`config.mk`:
```
export PLATFORM = sky130hd
export DESIGN_NAME = game_sequencer_flat
export DESIGN_NICKNAME = d
export VERILOG_FILES = /design/src/rtl/game_pkg.sv /design/src/rtl/game_sequencer_if.sv /design/src/rtl/game_sequencer_ms_tick_gen.sv /design/src/rtl/game_sequencer.sv /design/src/flat_wrapper.sv
export SDC_FILE = /design/constraint.sdc
export NUM_CORES = 1
export LEC_CHECK = 0
export CORE_MARGIN = 1.5
export CORE_UTILIZATION = 55
export CTS_BUF_LIST = sky130_fd_sc_hd__clkbuf_8
export DETAILED_ROUTE_END_ITERATION = 6
export PLACE_DENSITY = 0.78
export SYNTH_ARGS = -nofsm -noshare
export SYNTH_HDL_FRONTEND = slang
export SYNTH_SLANG_ARGS = --single-unit
```
`constraint.sdc`:
```
create_clock -name clk -period 3.8 [get_ports clk]
set_input_delay 0.38 -clock clk [delete_from_list [all_inputs] [get_ports clk]]
set_output_delay 0.38 -clock clk [all_outputs]
set_load 0.005 [all_outputs]
```
`src/rtl/game_pkg.sv`:
```
// Shared types and elaboration-time helpers for the Whac-A-Mole game sequencer.
package game_pkg;

  typedef enum logic [2:0] {
    ST_IDLE,
    ST_COUNTDOWN,
    ST_PLAY,
    ST_PAUSED,
    ST_GAME_OVER
  } state_t;

  typedef enum logic {
    PH_DOWN,
    PH_UP
  } phase_t;

  localparam int MS_PER_SEC = 1000;

  // Bits needed to hold the values 0..max_value.
  function automatic int width_of(input int max_value);
    return (max_value < 2) ? 1 : $clog2(max_value + 1);
  endfunction

  // Bits needed to index n items.
  function automatic int sel_width(input int n);
    return (n < 2) ? 1 : $clog2(n);
  endfunction

  // Signed arithmetic so an over-large level*step clamps to the floor instead of wrapping.
  function automatic int phase_ms(input int start_ms, input int lvl, input int step_ms,
                                  input int min_ms);
    int len;
    len = start_ms - lvl * step_ms;
    return (len < min_ms) ? min_ms : len;
  endfunction

endpackage

```
`src/rtl/game_sequencer_if.sv`:
```
// Control/status bundle between the game sequencer and its button/display neighbours.
interface game_sequencer_if #(
  parameter int GAME_LENGTH_SECONDS = 20,
  parameter int COUNTDOWN_SECONDS   = 3,
  parameter int NUM_LEVELS          = 4
);
  import game_pkg::*;

  localparam int TW = width_of(GAME_LENGTH_SECONDS);
  localparam int CW = width_of(COUNTDOWN_SECONDS);
  localparam int LW = sel_width(NUM_LEVELS);

  logic          start_pressed;
  logic          abort_pressed;
  logic          pause_pressed;
  logic          game_in_progress;
  logic          game_over;
  logic          clear_scores;
  logic          mole_up;
  logic          mole_tick;
  logic [TW-1:0] timer_seconds;
  logic [CW-1:0] countdown;
  logic [LW-1:0] level;

  modport master (
    output start_pressed, abort_pressed, pause_pressed,
    input  game_in_progress, game_over, clear_scores, mole_up, mole_tick,
    input  timer_seconds, countdown, level
  );

  modport slave (
    input  start_pressed, abort_pressed, pause_pressed,
    output game_in_progress, game_over, clear_scores, mole_up, mole_tick,
    output timer_seconds, countdown, level
  );

endinterface

```
`src/rtl/game_sequencer_ms_tick_gen.sv`:
```
// Millisecond prescaler: counts CLK_PER_MS enabled cycles, pulses o_ms_tick on the last one.
module ms_tick_gen #(
  parameter int CLK_PER_MS = 50000
) (
  input  logic clk,
  input  logic rst,
  input  logic i_clear,
  input  logic i_enable,
  output logic o_ms_tick
);
  import game_pkg::*;

  localparam int CW = width_of(CLK_PER_MS - 1);

  logic [CW-1:0] r_count;
  logic          w_wrap;

  assign w_wrap    = (r_count == CW'(CLK_PER_MS - 1));
  assign o_ms_tick = i_enable && w_wrap;

  always_ff @(posedge clk) begin
    if (rst || i_clear) begin
      r_count <= '0;
    end else if (i_enable) begin
      r_count <= w_wrap ? '0 : r_count + CW'(1);
    end
  end

endmodule

```
`src/rtl/game_sequencer.sv`:
```
// Whac-A-Mole game controller: IDLE -> COUNTDOWN -> PLAY -> GAME_OVER, ms/second timebase and
// level-scaled mole phases. Define GAME_PAUSE_EN to add a PAUSED state toggled by pause_pressed.
module game_sequencer #(
  parameter int CLK_PER_MS          = 50000,
  parameter int GAME_LENGTH_SECONDS = 20,
  parameter int COUNTDOWN_SECONDS   = 3,
  parameter int NUM_LEVELS          = 4,
  parameter int LEVEL_SECONDS       = 5,
  parameter int MOLE_UP_MS_START    = 1000,
  parameter int MOLE_DOWN_MS_START  = 1000,
  parameter int MS_STEP             = 150,
  parameter int MIN_PHASE_MS        = 200
) (
  input  logic            clk,
  input  logic            rst,
  game_sequencer_if.slave bus
);
  import game_pkg::*;

  localparam int TW        = width_of(GAME_LENGTH_SECONDS);
  localparam int CW        = width_of(COUNTDOWN_SECONDS);
  localparam int LW        = sel_width(NUM_LEVELS);
  localparam int LSW       = width_of(LEVEL_SECONDS - 1);
  localparam int MSW       = width_of(MS_PER_SEC - 1);
  localparam int START_MAX = (MOLE_UP_MS_START > MOLE_DOWN_MS_START) ? MOLE_UP_MS_START
                                                                     : MOLE_DOWN_MS_START;
  localparam int PW        = width_of((START_MAX > MIN_PHASE_MS) ? START_MAX : MIN_PHASE_MS);
  localparam int NTBL      = 2 ** LW;

  state_t        r_state, w_state_next;
  phase_t        r_phase, w_phase_next;
  logic [TW-1:0] r_timer, w_timer_next;
  logic [CW-1:0] r_countdown, w_countdown_next;
  logic [LW-1:0] r_level, w_level_next;
  logic [LSW-1:0] r_lvl_sec, w_lvl_sec_next;
  logic [MSW-1:0] r_ms_cnt;
  logic [PW-1:0] r_phase_cnt, w_phase_cnt_next;
  logic [PW-1:0] r_phase_last, w_phase_last_next;
  logic          r_mole_up, w_mole_up_next;
  logic          r_mole_tick, w_mole_tick_next;
  logic          r_clear, w_clear_next;
  logic          r_gip, r_over;
  logic          w_reload, w_tb_en, w_ms_tick, w_sec_tick;

  // Last ms index of each phase per level; indices past the top level repeat it.
  logic [PW-1:0] w_up_last   [NTBL];
  logic [PW-1:0] w_down_last [NTBL];
  for (genvar gi = 0; gi < NTBL; gi++) begin : g_phase_tbl
    localparam int LVL = (gi < NUM_LEVELS) ? gi : NUM_LEVELS - 1;
    assign w_up_last[gi]   = PW'(phase_ms(MOLE_UP_MS_START, LVL, MS_STEP, MIN_PHASE_MS) - 1);
    assign w_down_last[gi] = PW'(phase_ms(MOLE_DOWN_MS_START, LVL, MS_STEP, MIN_PHASE_MS) - 1);
  end

  assign w_tb_en    = (r_state == ST_COUNTDOWN) || (r_state == ST_PLAY);
  assign w_sec_tick = w_ms_tick && (r_ms_cnt == MSW'(MS_PER_SEC - 1));

  ms_tick_gen #(.CLK_PER_MS(CLK_PER_MS)) u_ms_tick (
    .clk       (clk),
    .rst       (rst),
    .i_clear   (w_reload),
    .i_enable  (w_tb_en),
    .o_ms_tick (w_ms_tick)
  );

`ifndef GAME_PAUSE_EN
  logic w_unused_pause;
  assign w_unused_pause = bus.pause_pressed;
`endif

  always_comb begin
    w_state_next      = r_state;
    w_timer_next      = r_timer;
    w_countdown_next  = r_countdown;
    w_level_next      = r_level;
    w_lvl_sec_next    = r_lvl_sec;
    w_phase_next      = r_phase;
    w_phase_cnt_next  = r_phase_cnt;
    w_phase_last_next = r_phase_last;
    w_mole_up_next    = r_mole_up;
    w_mole_tick_next  = 1'b0;
    w_clear_next      = 1'b0;
    w_reload          = 1'b0;
    if (bus.abort_pressed) begin
      w_state_next     = ST_IDLE;
      w_timer_next     = TW'(GAME_LENGTH_SECONDS);
      w_countdown_next = CW'(COUNTDOWN_SECONDS);
      w_level_next     = '0;
      w_lvl_sec_next   = '0;
      w_phase_next     = PH_DOWN;
      w_phase_cnt_next = '0;
      w_mole_up_next   = 1'b0;
      w_reload         = 1'b1;
    end else begin
      unique case (r_state)
        ST_IDLE, ST_GAME_OVER: begin
          if (bus.start_pressed) begin
            w_state_next     = ST_COUNTDOWN;
            w_clear_next     = 1'b1;
            w_reload         = 1'b1;
            w_timer_next     = TW'(GAME_LENGTH_SECONDS);
            w_countdown_next = CW'(COUNTDOWN_SECONDS);
            w_level_next     = '0;
            w_lvl_sec_next   = '0;
            w_mole_up_next   = 1'b0;
          end
        end
        ST_COUNTDOWN: begin
          if (w_sec_tick) begin
            if (r_countdown <= CW'(1)) begin
              w_state_next      = ST_PLAY;
              w_countdown_next  = '0;
              w_reload          = 1'b1;
              w_phase_next      = PH_DOWN;
              w_phase_cnt_next  = '0;
              w_phase_last_next = w_down_last[0];
            end else begin
              w_countdown_next = r_countdown - CW'(1);
            end
          end
        end
        ST_PLAY: begin
          if (w_sec_tick) begin
            w_timer_next = r_timer - TW'(1);
            if (r_lvl_sec == LSW'(LEVEL_SECONDS - 1)) begin
              w_lvl_sec_next = '0;
              if (r_level < LW'(NUM_LEVELS - 1)) w_level_next = r_level + LW'(1);
            end else begin
              w_lvl_sec_next = r_lvl_sec + LSW'(1);
            end
          end
          if (w_sec_tick && (r_timer == TW'(1))) begin
            w_state_next   = ST_GAME_OVER;
            w_mole_up_next = 1'b0;
          end else begin
            // A phase starting on a level-change edge already uses the new level.
            if (w_ms_tick) begin
              if (r_phase_cnt == r_phase_last) begin
                w_phase_cnt_next = '0;
                if (r_phase == PH_DOWN) begin
                  w_phase_next      = PH_UP;
                  w_phase_last_next = w_up_last[w_level_next];
                  w_mole_up_next    = 1'b1;
                  w_mole_tick_next  = 1'b1;
                end else begin
                  w_phase_next      = PH_DOWN;
                  w_phase_last_next = w_down_last[w_level_next];
                  w_mole_up_next    = 1'b0;
                end
              end else begin
                w_phase_cnt_next = r_phase_cnt + PW'(1);
              end
            end
`ifdef GAME_PAUSE_EN
            if (bus.pause_pressed) w_state_next = ST_PAUSED;
`endif
          end
        end
`ifdef GAME_PAUSE_EN
        ST_PAUSED: begin
          if (bus.pause_pressed) w_state_next = ST_PLAY;
        end
`endif
        default: w_state_next = ST_IDLE;
      endcase
    end
  end

  always_ff @(posedge clk) begin
    if (rst) begin
      r_state <= ST_IDLE;
    end else begin
      r_state <= w_state_next;
    end
  end

  always_ff @(posedge clk) begin
    if (rst) begin
      r_timer      <= TW'(GAME_LENGTH_SECONDS);
      r_countdown  <= CW'(COUNTDOWN_SECONDS);
      r_level      <= '0;
      r_lvl_sec    <= '0;
      r_ms_cnt     <= '0;
      r_phase      <= PH_DOWN;
      r_phase_cnt  <= '0;
      r_phase_last <= w_down_last[0];
      r_mole_up    <= 1'b0;
      r_mole_tick  <= 1'b0;
      r_clear      <= 1'b0;
      r_gip        <= 1'b0;
      r_over       <= 1'b0;
    end else begin
      r_timer      <= w_timer_next;
      r_countdown  <= w_countdown_next;
      r_level      <= w_level_next;
      r_lvl_sec    <= w_lvl_sec_next;
      r_phase      <= w_phase_next;
      r_phase_cnt  <= w_phase_cnt_next;
      r_phase_last <= w_phase_last_next;
      r_mole_up    <= w_mole_up_next;
      r_mole_tick  <= w_mole_tick_next;
      r_clear      <= w_clear_next;
      r_gip        <= (w_state_next == ST_PLAY);
      r_over       <= (w_state_next == ST_GAME_OVER);
      if (w_reload) begin
        r_ms_cnt <= '0;
      end else if (w_ms_tick) begin
        r_ms_cnt <= w_sec_tick ? '0 : r_ms_cnt + MSW'(1);
      end
    end
  end

  assign bus.game_in_progress = r_gip;
  assign bus.game_over        = r_over;
  assign bus.clear_scores     = r_clear;
  assign bus.mole_up          = r_mole_up;
  assign bus.mole_tick        = r_mole_tick;
  assign bus.timer_seconds    = r_timer;
  assign bus.countdown        = r_countdown;
  assign bus.level            = r_level;

endmodule
```
`src/flat_wrapper.sv`:
```
// flat-port wrapper written by rule: the top's interface ports become plain ports
module game_sequencer_flat import game_pkg::*;
#(
  parameter int CLK_PER_MS          = 50000,
  parameter int GAME_LENGTH_SECONDS = 20,
  parameter int COUNTDOWN_SECONDS   = 3,
  parameter int NUM_LEVELS          = 4,
  parameter int LEVEL_SECONDS       = 5,
  parameter int MOLE_UP_MS_START    = 1000,
  parameter int MOLE_DOWN_MS_START  = 1000,
  parameter int MS_STEP             = 150,
  parameter int MIN_PHASE_MS        = 200
)
  (clk, rst, bus_start_pressed, bus_abort_pressed, bus_pause_pressed, bus_game_in_progress, bus_game_over, bus_clear_scores, bus_mole_up, bus_mole_tick, bus_timer_seconds, bus_countdown, bus_level);
  game_sequencer_if #(.GAME_LENGTH_SECONDS(GAME_LENGTH_SECONDS), .COUNTDOWN_SECONDS(COUNTDOWN_SECONDS), .NUM_LEVELS(NUM_LEVELS)) bus_i ();
  input  logic clk;
  input  logic rst;
  input wire logic [$bits(bus_i.start_pressed)-1:0] bus_start_pressed;
  input wire logic [$bits(bus_i.abort_pressed)-1:0] bus_abort_pressed;
  input wire logic [$bits(bus_i.pause_pressed)-1:0] bus_pause_pressed;
  output wire logic [$bits(bus_i.game_in_progress)-1:0] bus_game_in_progress;
  output wire logic [$bits(bus_i.game_over)-1:0] bus_game_over;
  output wire logic [$bits(bus_i.clear_scores)-1:0] bus_clear_scores;
  output wire logic [$bits(bus_i.mole_up)-1:0] bus_mole_up;
  output wire logic [$bits(bus_i.mole_tick)-1:0] bus_mole_tick;
  output wire logic [$bits(bus_i.timer_seconds)-1:0] bus_timer_seconds;
  output wire logic [$bits(bus_i.countdown)-1:0] bus_countdown;
  output wire logic [$bits(bus_i.level)-1:0] bus_level;
  assign bus_i.start_pressed = bus_start_pressed;
  assign bus_i.abort_pressed = bus_abort_pressed;
  assign bus_i.pause_pressed = bus_pause_pressed;
  assign bus_game_in_progress = bus_i.game_in_progress;
  assign bus_game_over = bus_i.game_over;
  assign bus_clear_scores = bus_i.clear_scores;
  assign bus_mole_up = bus_i.mole_up;
  assign bus_mole_tick = bus_i.mole_tick;
  assign bus_timer_seconds = bus_i.timer_seconds;
  assign bus_countdown = bus_i.countdown;
  assign bus_level = bus_i.level;
  game_sequencer #(.CLK_PER_MS(CLK_PER_MS), .GAME_LENGTH_SECONDS(GAME_LENGTH_SECONDS), .COUNTDOWN_SECONDS(COUNTDOWN_SECONDS), .NUM_LEVELS(NUM_LEVELS), .LEVEL_SECONDS(LEVEL_SECONDS), .MOLE_UP_MS_START(MOLE_UP_MS_START), .MOLE_DOWN_MS_START(MOLE_DOWN_MS_START), .MS_STEP(MS_STEP), .MIN_PHASE_MS(MIN_PHASE_MS)) u_core (.clk(clk), .rst(rst), .bus(bus_i));
endmodule
```
== Word-level counts from Yosys, hierarchy flattened ==
Cells that the tools add are included.

* $add $sub $neg: 7
* Magnitude comparators: 3
* Eq/ne operators: 19
* Mux-type cells: 56
* Bitwise gates (word level): 6
* Reduce and logical (&&, ||, !) cells: 21

{| class="wikitable"
|+ Operators with widths
! cell !! count
|-
| $mux W10 || 13
|-
| $pmux W10 S2 || 2
|-
| $mux W3 || 8
|-
| $add A10 B1 Y10 const B || 2
|-
| $bmux W10 S2 || 1
|-
| $mux W2 || 9
|-
| $add A16 B1 Y16 const B || 1
|-
| $eq A16 B16 Y1 const B || 1
|-
| $mux W16 || 1
|-
| $mux W1 || 12
|-
| $eq A10 B10 Y1 || 1
|-
| $eq A10 B10 Y1 const B || 1
|-
| $mux W5 || 2
|-
| $pmux W5 S2 || 1
|-
| $eq A3 B3 Y1 const B || 3
|-
| $pmux W3 S3 || 1
|-
| $ne A2 B2 Y1 const B || 4
|-
| $pmux W2 S2 || 2
|-
| $reduce_and A7 Y1 || 1
|-
| $eq A3 B2 Y1 const B || 2
|-
| $ne A2 B1 Y1 const B || 3
|-
| $pmux W1 S2 || 3
|-
| $pmux W3 S2 || 1
|-
| $reduce_and A3 Y1 || 2
|-
| other kinds (24) || 35
|}

* Bits in registers: 67
* Input port bits: 5
* Output and inout bits: 14
* Logic and storage cells: 127

== Longest topological paths before layout ==
* Depth in word-level cells: 15
* Depth in mapped cells: 12
* Depth with buffers taken out: 10

== Hierarchy ==
Synthesis repeated with hierarchy kept, for this count alone.

* Cell total of the unflattened synthesis: 355
* Area total of the unflattened synthesis: 3070.4 µm²

{| class="wikitable"
|+ By module, submodules not included
! module !! instances !! cells each !! area an instance (µm²) !! sequential area each (µm²)
|-
| game_sequencer || 1 || 272 || 2331.0 || 940.9
|-
| ms_tick_gen || 1 || 83 || 739.5 || 320.3
|}

== Worst setup path before layout ==
Ideal clock, no wire load.

* Path kind: register to register
* Start: reg u_core.r_ms_cnt[2]
* End: reg u_core.r_phase_last[7]
* Library setup time: 0.134 ns
* Data arrival time: 2.715 ns
* Data required time: 3.666 ns
* Setup slack: 0.951 ns
* Cell stages (with the launch flop): 12
* Buffers on the path: 2
* Clock period less this slack: 2.849 ns
* Cells stage by stage: dfxtp_1 > or3b_1 > or3_1 > buf_2 > clkbuf_1 > nor4_1 > nor2_1 > a21o_1 > ha_1 > or2_2 > a2111oi_0 > a21oi_1

* Longest elaborated chain between the ends: 13
* Elaborated cells between the ends (all ways): 17
* Classes of those cells: eq/ne: 3; mux: 10; bitwise: 1; reduce/logical: 3

{| class="wikitable"
|+ RTL lines
! what !! line !! RTL
|-
| start, declared || game_sequencer.sv:36 || <nowiki>logic [MSW-1:0] r_ms_cnt;</nowiki>
|-
| start signal, assigned || game_sequencer.sv:207 || <nowiki>r_ms_cnt <= w_sec_tick ? '0 : r_ms_cnt + MSW'(1);</nowiki>
|-
| $eq A10 B10 Y1 * || game_sequencer.sv:55 || <nowiki>assign w_sec_tick = w_ms_tick && (r_ms_cnt == MSW'(MS_PER_SEC - 1));</nowiki>
|-
| $logic_and A1 B1 Y1 * || game_sequencer.sv:55 ||
|-
| $mux W2 || game_sequencer.sv:122 || <nowiki>if (w_sec_tick) begin</nowiki>
|-
| $mux W2 || game_sequencer.sv:94 || <nowiki>unique case (r_state)</nowiki>
|-
| $mux W2 || game_sequencer.sv:83 || <nowiki>if (bus.abort_pressed) begin</nowiki>
|-
| $not A2 Y3 (not written as such) || game_sequencer.sv:141, game_sequencer.sv:146 ||
|-
| $bmux W10 S2 || game_sequencer.sv:141, game_sequencer.sv:146 ||
|-
| $mux W10 (not written as such) (2 in series) || game_sequencer.sv:141, game_sequencer.sv:146 ||
|-
| $mux W10 || game_sequencer.sv:137 || <nowiki>if (r_phase_cnt == r_phase_last) begin</nowiki>
|-
| $mux W10 || game_sequencer.sv:136 || <nowiki>if (w_ms_tick) begin</nowiki>
|-
| $mux W10 || game_sequencer.sv:131 || <nowiki>if (w_sec_tick && (r_timer == TW'(1))) begin</nowiki>
|-
| $pmux W10 S2 || game_sequencer.sv:94 ||
|-
| end signal, assigned || game_sequencer.sv:185 || <nowiki>r_phase_last <= w_down_last[0];</nowiki>
|-
| end signal, assigned || game_sequencer.sv:198 || <nowiki>r_phase_last <= w_phase_last_next;</nowiki>
|-
| end, declared || game_sequencer.sv:38 || <nowiki>logic [PW-1:0] r_phase_last, w_phase_last_next;</nowiki>
|}

Mark *: on every way between the ends. The rest lies on a longest branch, timed or not. The select of a mux whose other input is x is not followed.
A chain may end at the register's enable or synchronous reset.

== Worst setup path in the final report ==
* Start: reg u_core.r_state[0]
* End: reg u_core.r_phase_last[7]

* Longest elaborated chain between the ends: 15
* Elaborated cells between the ends (all ways): 24
* Classes of those cells: eq/ne: 7; mux: 10; bitwise: 1; reduce/logical: 6

{| class="wikitable"
|+ RTL lines
! what !! line !! RTL
|-
| start, declared || game_sequencer.sv:30 || <nowiki>state_t r_state, w_state_next;</nowiki>
|-
| start signal, assigned || game_sequencer.sv:172 || <nowiki>r_state <= w_state_next;</nowiki>
|-
| $eq A3 B1 Y1 / $eq A3 B2 Y1 (equally long branches) || game_sequencer.sv:54, game_sequencer.sv:94 ||
|-
| $logic_or A1 B1 Y1 || game_sequencer.sv:54 || <nowiki>assign w_tb_en = (r_state == ST_COUNTDOWN) || (r_state == ST_PLAY);</nowiki>
|-
| $logic_and A1 B1 Y1 || game_sequencer_ms_tick_gen.sv:19 || <nowiki>assign o_ms_tick = i_enable && w_wrap;</nowiki>
|-
| $logic_and A1 B1 Y1 || game_sequencer.sv:55 ||
|-
| $mux W2 || game_sequencer.sv:122 ||
|-
| $mux W2 || game_sequencer.sv:94 ||
|-
| $mux W2 || game_sequencer.sv:83 ||
|-
| $not A2 Y3 (not written as such) || game_sequencer.sv:141, game_sequencer.sv:146 ||
|-
| $bmux W10 S2 || game_sequencer.sv:141, game_sequencer.sv:146 ||
|-
| $mux W10 (not written as such) (2 in series) || game_sequencer.sv:141, game_sequencer.sv:146 ||
|-
| $mux W10 || game_sequencer.sv:137 ||
|-
| $mux W10 || game_sequencer.sv:136 ||
|-
| $mux W10 || game_sequencer.sv:131 ||
|-
| $pmux W10 S2 || game_sequencer.sv:94 ||
|}

Parallel ways exist; a longest one is shown, timed or not. The select of a mux whose other input is x is not followed.

==> impl_metrics.ini <==
[run_status]
outcome = completed

[final_layout]
syn2layout_area_growth_pct = 15.1
fillers = 452
regArea_um2 = 1260
fin_cells = 473
antennaDiodeCount = 0
multi_input_area_um2 = 1820
drive_above_1_share = 0.0748
layout.nets = 411

[global_routing]
grt_start_max_net_pins = 18
grt_pass1_wl_um = 11700
grt_pass1_vias = 2503
antenna_found_initial = 0
grt_usage = 0.242
overflow = 0

[worst_setup_path]
r2r_slack_ns = 0.86
start_kind = flip-flop
endpoint_kind = flip-flop
path_cells = xor2_1 > nand2_1 > buf_4 > nor4_1 > nor2_1 > a21o_1 > ha_1 > or2_2 > a2111oi_0 > a21oi_1
required_ns = 4.02
slowest_stage = dfxtp_1
cp_slowest_stage_delay_ns = 0.52
crit_type = flip-flop to flip-flop
crit_fanout = 15
crit_arrival_ns = 3.17

[clock_network]
h-tree-depth = 3
insertion_delay_ns = 0.36
clock_tree.root_cell = clkbuf_8
ctsResizeCount = 0
cts_hold_buf = 0
cts_tree = yes
cts_sinks = 63
numCtsBuffers = 9
cts_setup_buffers = 0
cts_max_path_buffers = 2
cts.clk_slew.worst_paths_ns = 0.07

[die]
dieWidth_um = 78.9
coreArea_um2 = 5540
rows = 27
initial_utilization = 0.571
ioPinCount = 19
die_h_um = 78.9
dieArea_um2 = 6220

[sta]
skew_ns = 0.00976
max_slew.worst_pin.slew_ns = 1.03
final-hold-violation-count = 0
grt_setup_unrepaired = false
slew_viol_final = 0
period_needed_ns = 2.94
fmax_ghz = 0.340
setup_tns_ns = 0
finalCritPeriodShare = 0.774
relSlewSlack = 0.306
setup_viol = 0

[routing]
first_pass_iters = 5
ant_nets = 0
viasPerCell = 5.91
drc = 0
wl_per_cell_um = 14.8
routed_wl_um = 6980
via_count = 2794
dr.first_iter.drc_count = 168

[power]
p_clk_frac = 0.510
p_per_area_nw_per_um2 = 389
swShare = 0.218
power.leakage_uw = 0.00115
p_int_uw = 1110
power_frac_seq = 0.468
comb_power_share = 0.021
power.total_uw = 1420
p_switching_uw = 308
ir_drop_v = 0.000198

[synth]
async_reset_ff_frac = 0
seq_area_frac_synth = 0.399
yosys_warnings = 0
synth_top_area_frac = 0.399
ys_types = 52
syn-mean-instance-area_um2 = 8.37
synth_fp_nets = 393
netlist_area_um2 = 3160
yosysMostFrequentCell = dfxtp_1
synth_edf_count = 0
ys_top_cells_by_area = dfxtp_1 (40%), nor2_1 (5.2%), xnor2_1 (4.7%)
synthTopCellsByCount = dfxtp_1 (63), nor2_1 (44), nand2_1 (33)
synthCells = 378
synthFlopType = dfxtp_1
ys_ff_latch = 63
yosys.area.top_type = dfxtp_1

[min_path]
hp-class = flip-flop to flip-flop

[placement]
dp.cells = 457
place_congestion = 0.877
dp_hpwl_um = 4830
portBuffers = 17

[job]
drv_cap = 0
==> stage by stage <==
stage	hold WS, ns	worst slack (ns)	area, µm²	util
3_3_place_gp	0.459	0.962	3400	0.613
5_1_grt	0.496	0.660	3640	0.657
6_report	0.473	0.858	3640	0.657
2_1_floorplan	0.448	0.951	3160	-
3_5_place_dp	0.464	0.977	3400	0.613
4_1_cts	0.475	0.947	3640	0.657
==> flip-flops by register name (all words and copies together), names as in the netlist, 2 cells and up <==
| register | count |
|---|---|
| u_core.bus.countdown | 2 |
| u_core.bus.level | 2 |
| u_core.bus.timer_seconds | 5 |
| u_core.r_lvl_sec | 3 |
| u_core.r_ms_cnt | 10 |
| u_core.r_phase_cnt | 10 |
| u_core.r_phase_last | 6 |
| u_core.r_state | 3 |
| u_core.u_ms_tick.r_count | 16 |
==> layout make-up <==
class / instances / area share
multi-input combinational: 292 / 0.499
clock buffer: 9 / 0.0340
inverter: 10 / 0.0103
sequential: 63 / 0.346
timing repair buffer: 20 / 0.0529
clock inverter: 7 / 0.0330
tap: 72 / 0.0247
==> layer usage <==
metal	GRT usage	routed length, µm	vias up
li1	-	-	1410
met1	0.310	3210	1287
met2	0.387	3260	85
met3	0.0529	371	12
met4	0.116	136	0
met5	0	0	-
==> cells in the final DEF (no fill, tap or decap), types with 3 or more instances in the layout <==
master and count:
dfxtp_1 63, nor2_1 44, nand2_1 33, nand3_1 25, a21oi_1 18, xnor2_1 17
clkdlybuf4s50_1 17, xor2_1 16, nand4_1 15, nor3_1 12, inv_1 10, ha_1 10
o21ai_0 9, clkbuf_8 9, nor4_1 8, and3_1 7, or3_1 7, a31oi_1 6
o22ai_1 5, nor2b_1 4, or2_2 4, nor3b_1 4, and4_1 3, nand3b_1 3
o211ai_1 3, nand2b_1 3, bufinv_16 3, buf_4 3
==> kinds of logic after synthesis <==
logic type,after synthesis,share of synthesized area
AOI/OAI and AO/OA,64,0.136
buffers and inverters,23,0.0277
adders and majority gates,10,0.0395
xor gates and xnor gates,33,0.0913
DFF,63,0.399
and+or+nand+nor,185,0.307
==> worst max-delay path, delay by kind of cell (launching register included) <==
kind,cells,cell delay [ns]
buffers and inverters,1,0.19
flip-flops,1,0.52
XOR/XNOR,1,0.30
AND/OR/NAND/NOR,4,0.91
adder cells (fa/ha/maj),1,0.19
AO/OA/AOI/OAI,3,0.68
==> path summary, 6_finish.rpt <==
kind                       startpoint                     end  cells past startpoint
setup / recovery    u_core.r_state[0]  u_core.r_phase_last[7]                     10
hold reg to reg   u_core.r_lvl_sec[0]     u_core.r_lvl_sec[0]                      2
hold / removal    u_core.r_lvl_sec[0]     u_core.r_lvl_sec[0]                      2
setup reg to reg    u_core.r_state[0]  u_core.r_phase_last[7]                     10
==> power groups by stage <==
stage | registers (µW) | logic [µW] | clock network (µW)
6_report | 663 | 30.2 | 722
5_1_grt | 663 | 33.4 | 757
3_3_place_gp | 678 | 29.3 | 0
2_1_floorplan | 677 | 18.7 | 0
4_1_cts | 663 | 30.1 | 724
3_5_place_dp | 678 | 29.8 | 0
Note: power is estimated with default switching activity, not from simulation.
